--- config.mk ---
export PLATFORM = sky130hd
export DESIGN_NAME = alu_result_stage
export DESIGN_NICKNAME = d
export VERILOG_FILES = /design/src/rtl/alu_pkg.sv /design/src/rtl/alu_flag_gen.sv /design/src/rtl/alu_result_stage.sv
export SDC_FILE = /design/constraint.sdc
export NUM_CORES = 1
export LEC_CHECK = 0
export ABC_AREA = 1
export ABC_CLOCK_PERIOD_IN_PS = 1950
export BUFFER_PORTS_ARGS = -buffer_cell sky130_fd_sc_hd__buf_2
export CAP_MARGIN = 20
export CELL_PAD_IN_SITES_DETAIL_PLACEMENT = 2
export CELL_PAD_IN_SITES_GLOBAL_PLACEMENT = 2
export CORE_MARGIN = 5
export CORE_UTILIZATION = 29
export CTS_CLUSTER_DIAMETER = 30
export DETAILED_ROUTE_END_ITERATION = 12
export GPL_ROUTABILITY_DRIVEN = 0
export MAX_ROUTING_LAYER = met4
export PLACE_DENSITY_LB_ADDON = 0.2
export SYNTH_ARGS = -nofsm -noshare
export SYNTH_HDL_FRONTEND = slang
export SYNTH_SLANG_ARGS = --single-unit
--- constraint.sdc ---
create_clock -name clk -period 1.95 [get_ports clk]
set_clock_uncertainty 0.15 [all_clocks]
set_input_delay 0.0975 -clock clk [delete_from_list [all_inputs] [get_ports clk]]
set_output_delay 0.0975 -clock clk [all_outputs]
set_load 0.005 [all_outputs]
--- src/rtl/alu_pkg.sv ---
// alu_pkg
// Shared types and constants for the ALU result path.
//   ALU_WIDTH      : data width of the arithmetic unit.
//   FLAG_*         : bit positions inside alu_flags_t ({Z,N,C,EQ}).
//   alu_flags_t    : packed 4-bit flag vector.
//   alu_sel_t      : packed 4-bit operation select tag.
package alu_pkg;

    localparam int ALU_WIDTH = 16;

    localparam int FLAG_Z  = 3;
    localparam int FLAG_N  = 2;
    localparam int FLAG_C  = 1;
    localparam int FLAG_EQ = 0;

    typedef logic [3:0] alu_flags_t;
    typedef logic [3:0] alu_sel_t;

endpackage

--- src/rtl/alu_flag_gen.sv ---
// alu_flag_gen
// Combinational flag derivation from an arithmetic unit result. Shared with
// the branch unit.
// Ports:
//   ar_out  in  WIDTH : result word
//   cout    in  1     : carry-out
//   compare in  1     : operand equality indication
//   flags   out 4     : {Z,N,C,EQ}
module alu_flag_gen
    import alu_pkg::*;
#(
    parameter int WIDTH = ALU_WIDTH
) (
    input  logic [WIDTH-1:0] ar_out,
    input  logic             cout,
    input  logic             compare,
    output alu_flags_t       flags
);

    always_comb begin
        flags          = '0;
        flags[FLAG_Z]  = (ar_out == '0);
        flags[FLAG_N]  = ar_out[WIDTH-1];
        flags[FLAG_C]  = cout;
        flags[FLAG_EQ] = compare;
    end

endmodule

--- src/rtl/alu_result_stage.sv ---
// alu_result_stage
// Registered output stage behind the combinational ALU. Captures result,
// derived flags and operation tag into a 2-entry skid FIFO with valid/ready
// handshake toward writeback. Optional sticky flag accumulator.
// Configuration macro: ALU_STICKY_FLAGS_EN (undefined: sticky_flags tied 0,
// clr_sticky ignored; port list unchanged).
// Ports:
//   clk, rst          : clock, synchronous active-high reset
//   in_valid/in_ready : upstream handshake (in_ready = !rst && count != 2)
//   ar_out, cout, compare, sel : ALU result, carry, equality, operation tag
//   out_valid/out_ready : downstream handshake
//   out_data, out_flags, out_sel : head entry, zero when out_valid=0
//   clr_sticky, sticky_flags     : sticky flag clear / accumulated flags
module alu_result_stage
    import alu_pkg::*;
#(
    parameter int WIDTH = ALU_WIDTH
) (
    input  logic             clk,
    input  logic             rst,
    input  logic             in_valid,
    output logic             in_ready,
    input  logic [WIDTH-1:0] ar_out,
    input  logic             cout,
    input  logic             compare,
    input  logic [3:0]       sel,
    output logic             out_valid,
    input  logic             out_ready,
    output logic [WIDTH-1:0] out_data,
    output logic [3:0]       out_flags,
    output logic [3:0]       out_sel,
    input  logic             clr_sticky,
    output logic [3:0]       sticky_flags
);

    alu_flags_t       flags_in;
    logic             push;
    logic             pop;
    logic             wr_ptr;
    logic             rd_ptr;
    logic [1:0]       count;

    logic [WIDTH-1:0] data_q  [2];
    alu_flags_t       flags_q [2];
    alu_sel_t         sel_q   [2];

    alu_flag_gen #(.WIDTH(WIDTH)) u_flag_gen (
        .ar_out  (ar_out),
        .cout    (cout),
        .compare (compare),
        .flags   (flags_in)
    );

    // Ready depends only on registered occupancy: no combinational path
    // from out_ready back to in_ready.
    assign in_ready  = !rst && (count != 2'd2);
    assign out_valid = !rst && (count != 2'd0);
    assign push      = in_valid && in_ready;
    assign pop       = out_valid && out_ready;

    // ---- capture stage: control state ----
    always_ff @(posedge clk) begin
        if (rst) begin
            count  <= 2'd0;
            wr_ptr <= 1'b0;
            rd_ptr <= 1'b0;
        end else begin
            if (push) wr_ptr <= ~wr_ptr;
            if (pop)  rd_ptr <= ~rd_ptr;
            case ({push, pop})
                2'b10:   count <= count + 2'd1;
                2'b01:   count <= count - 2'd1;
                default: count <= count;
            endcase
        end
    end

    // ---- capture stage: payload storage (not reset; masked by out_valid) ----
    always_ff @(posedge clk) begin
        if (push) begin
            data_q[wr_ptr]  <= ar_out;
            flags_q[wr_ptr] <= flags_in;
            sel_q[wr_ptr]   <= sel;
        end
    end

    // ---- output stage: head mux, forced to zero when empty ----
    always_comb begin
        out_data  = '0;
        out_flags = '0;
        out_sel   = '0;
        if (out_valid) begin
            out_data  = data_q[rd_ptr];
            out_flags = flags_q[rd_ptr];
            out_sel   = sel_q[rd_ptr];
        end
    end

`ifdef ALU_STICKY_FLAGS_EN
    alu_flags_t sticky_q;

    // Clear takes effect before the OR, so clear+push yields the pushed flags.
    always_ff @(posedge clk) begin
        if (rst) begin
            sticky_q <= '0;
        end else begin
            sticky_q <= (clr_sticky ? '0 : sticky_q) | (push ? flags_in : '0);
        end
    end

    assign sticky_flags = sticky_q;
`else
    logic unused_clr_sticky;

    assign unused_clr_sticky = clr_sticky;
    assign sticky_flags      = 4'b0000;
`endif

endmodule

==> impl_results.rst <==
.. list-table::
   :header-rows: 1

   * - Metric
     - Value
   * - Run status
     - complete, no violations
   * - Relative contribution of combinational cells to total power
     - 12.7%
   * - Share of the synthesized area in the top cell type
     - 60.9%
   * - Min setup slack post-route
     - 262 ps
   * - Total power per unit cell area
     - 756 nW/um^2
   * - Quantity of I/O buffers inserted on ports
     - 51
   * - Final setup fails
     - 0
   * - Number of warnings issued by yosys
     - 0
   * - Static leakage
     - 1.44 nW
   * - Clock-pin slew on the worst setup and hold paths
     - 80 ps
   * - Diode count
     - 0
   * - Via count of the first global-routing pass
     - 1810
   * - Post-route design area
     - 2970 sq um
   * - Share of cells above drive strength 1
     - 22.9%
   * - Maximum achievable frequency
     - 0.592 GHz
   * - Die extent in y
     - 98.5 um
   * - Largest area contributor in the synthesized netlist
     - edfxtp_1
   * - Count of distinct cell types in the synthesized netlist
     - 17
   * - Per-cell via count in the routed design
     - 4.17
   * - Cell types occupying the most area after synthesis
     - edfxtp_1, nand2_1, inv_1
   * - Total number of H-tree levels
     - 2
   * - Number of maximum-capacitance violations
     - 0
   * - Aggregate routed wire length
     - 5190 um
   * - Number of I/O pins
     - 57
   * - Final Hold Viols
     - 0
   * - Cts bufs inserted
     - 5
   * - Combined global-route utilization of all metal layers
     - 11.7%
   * - Maximum buffer depth of the clock tree
     - 2
   * - Floorplan core area
     - 7690 sq um
   * - Required time reported for the critical path endpoint
     - 1700 ps
   * - Switching pwr
     - 0.498 mW
   * - Clock latency reported for the late side of the worst-skew pair
     - 290 ps
   * - Worst hold-check slack
     - 13.2 ps
   * - Hold Path Depth
     - 4
   * - Placed inst area
     - 2630 sq um
   * - Register-to-register setup slack
     - 320 ps
   * - Detail Placement HPWL
     - 3770 um
   * - Die Area
     - 9700 sq um
   * - Filler Cell Count
     - 879
   * - Final worst path period share
     - 86.6%
   * - Cell area after technology mapping
     - 2270 sq um
   * - DRC violation count after routing
     - 0
   * - Hold crit path type
     - primary input to flip-flop
   * - Number of detailed-route iterations in the first pass
     - 4
   * - Number of cells produced by synthesis
     - 229
   * - DRT antenna net count
     - 0
   * - Largest net degree at the start of global routing
     - 25
   * - Classification of the worst setup path
     - flip-flop to output port
   * - Chip width
     - 98.5 um
   * - Post-Synthesis Mean Instance Area
     - 9.91 sq um
   * - Worst reg2reg startpoint
     - count[0]
   * - Post-synthesis to final-layout area growth
     - 30.8%
   * - Count of hold-fix buffers inserted at cts
     - 23
   * - Number of placement rows
     - 32
   * - Starting DRT DRC Count
     - 23
   * - Time the worst path needs with I/O delays and setup
     - 1690 ps
   * - Worst Hold Endpoint
     - count[1]
   * - Number of sinks on the clock net
     - 51
   * - Post-synthesis sequential area ratio
     - 65.3%
   * - Flip-flop and latch count after synthesis
     - 51
   * - First-pass GRT wire length
     - 8690 um
   * - CP startpoint kind
     - flip-flop
   * - Crit Path Max Fanout
     - 14
   * - Share of power burned in the clock network
     - 31.4%
   * - Type of destination of the critical path
     - output port
   * - Via count
     - 1717
   * - Setup TNS
     - 0 ps
   * - Reg2reg end
     - count[1]
   * - Root buffer cell
     - clkbuf_8
   * - Slew Limit Fails
     - 0
   * - Fraction of power consumed by sequential logic
     - 55.9%
   * - Internal power
     - 1.75 mW
   * - Number of antenna violations at the first check in global routing
     - 0
   * - Maximum vdd drop
     - 485 uV
   * - Unrepaired setup endpoints after global routing
     - false
   * - Sw frac
     - 22.2%
   * - GR Overflow Total
     - 0
   * - Initial Utilization
     - 29.5%
   * - Setup bufs post-CTS
     - 0
   * - Minimum setup slack after placement
     - 341 ps
   * - Number of cells on the worst reg-to-reg path
     - 9
   * - Final #Nets
     - 337
   * - WP data arrival
     - 1440 ps
   * - TritonCTS clock tree
     - done
   * - Worst hold path startpoint
     - rst
   * - Total of cells resized after clock tree synthesis
     - 0
   * - Routed wire per std cell
     - 12.6 um
   * - Final Core Density
     - 38.6%
[sequential cells by signal, summed over array words and instances (netlist names), named ones only]
signal and flops:
count 2, rd_ptr 1, sel_q 8, wr_ptr 1
data_q 30, flags_q 8
[placed cells by master, fill, tap and decap left out, types with 2 or more instances in the layout]
master	count
inv_2	3
dlygate4sd3_1	23
nand2_1	56
buf_2	51
o21ai_1	23
nand3_1	2
edfxtp_1	46
inv_1	54
nor2_1	16
conb_1	4
clkbuf_8	5
clkbuf_1	2
dfxtp_1	4
a21oi_1	2
nand4_1	5
buf_4	8
[synthesized netlist by cell type]
cell type,instances
o21ai_1,23
conb_1,1
edfxtp_1,46
a21oi_1,2
inv_1,54
nand3_1,2
inv_2,3
dfxtp_1,5
a21oi_4,1
nand2_1,56
o21ai_0,1
nand4_1,5
buf_4,7
buf_6,3
buf_2,2
nor2_1,17
ha_1,1
[metal layers]
| layer | global-route usage (%) | routed length, um | part of all wire, % |
|---|---|---|---|
| met1 | 13.4 | 2220 | 43 |
| met3 | 2.12 | 188 | 3.6 |
| met4 | 3.78 | 80 | 1.5 |
| met5 | - | 0 | 0 |
| met2 | 20.5 | 2700 | 52 |
[power groups by stage]
stage	combinational (mW)	clock [mW]	sequential, mW
after CTS	0.291	0.734	1.26
after global routing	0.327	0.778	1.26
after floorplan	0.155	0	1.27
after global placement	0.246	0	1.28
final	0.285	0.705	1.25
after detailed placement	0.254	0	1.28
[area by class of cell]
class	count	area [sq um]	share of cell area [%]
Clock buffer	7	76.3	2.57
Tap cell	102	128	4.30
Multi-Input combinational cell	112	492	16.6
Timing Repair Buffer	82	546	18.4
Sequential cell	51	1480	50.0
Inverter	57	214	7.21
Clock inverter	1	30.0	1.01
[logic make-up (layout without fill, tap and decap cells)]
group / after synthesis / in the layout / synth area share, %
simple gates: 80 / 80 / 13.9
fa+ha+maj: 1 / 1 / 0.551
flops: 51 / 51 / 65.3
compound gates: 27 / 27 / 6.45
other cells: 1 / 4 / 0.165
buf+inv: 69 / 147 / 13.7
[worst max path at each step]
stage	from	to	slack, ps	depth (start not counted)
after detailed placement	count[0]	count[1]	340	9
after floorplan	count[0]	data_q[0][0]	170	4
after CTS	count[1]	out_flags[2]	210	6
final	count[1]	out_flags[2]	260	6
after global routing	count[1]	out_flags[2]	100	6
after global placement	count[0]	count[1]	390	9
[worst max-delay path: stages (launching register included)]
cell	delay (ps)
dfxtp_1	440
inv_2	80
a21oi_4	140
buf_4	220
nand2_1	90
inv_1	80
buf_2	110
[per-stage QoR]
step / power, mW / cells
3_3_place_gp: 1.52 / 381
3_5_place_dp: 1.53 / 381
2_1_floorplan: 1.43 / 232
5_1_grt: 2.36 / 412
4_1_cts: 2.28 / 412
6_report: 2.24 / 412
Note: power is estimated with default switching activity, not from simulation.
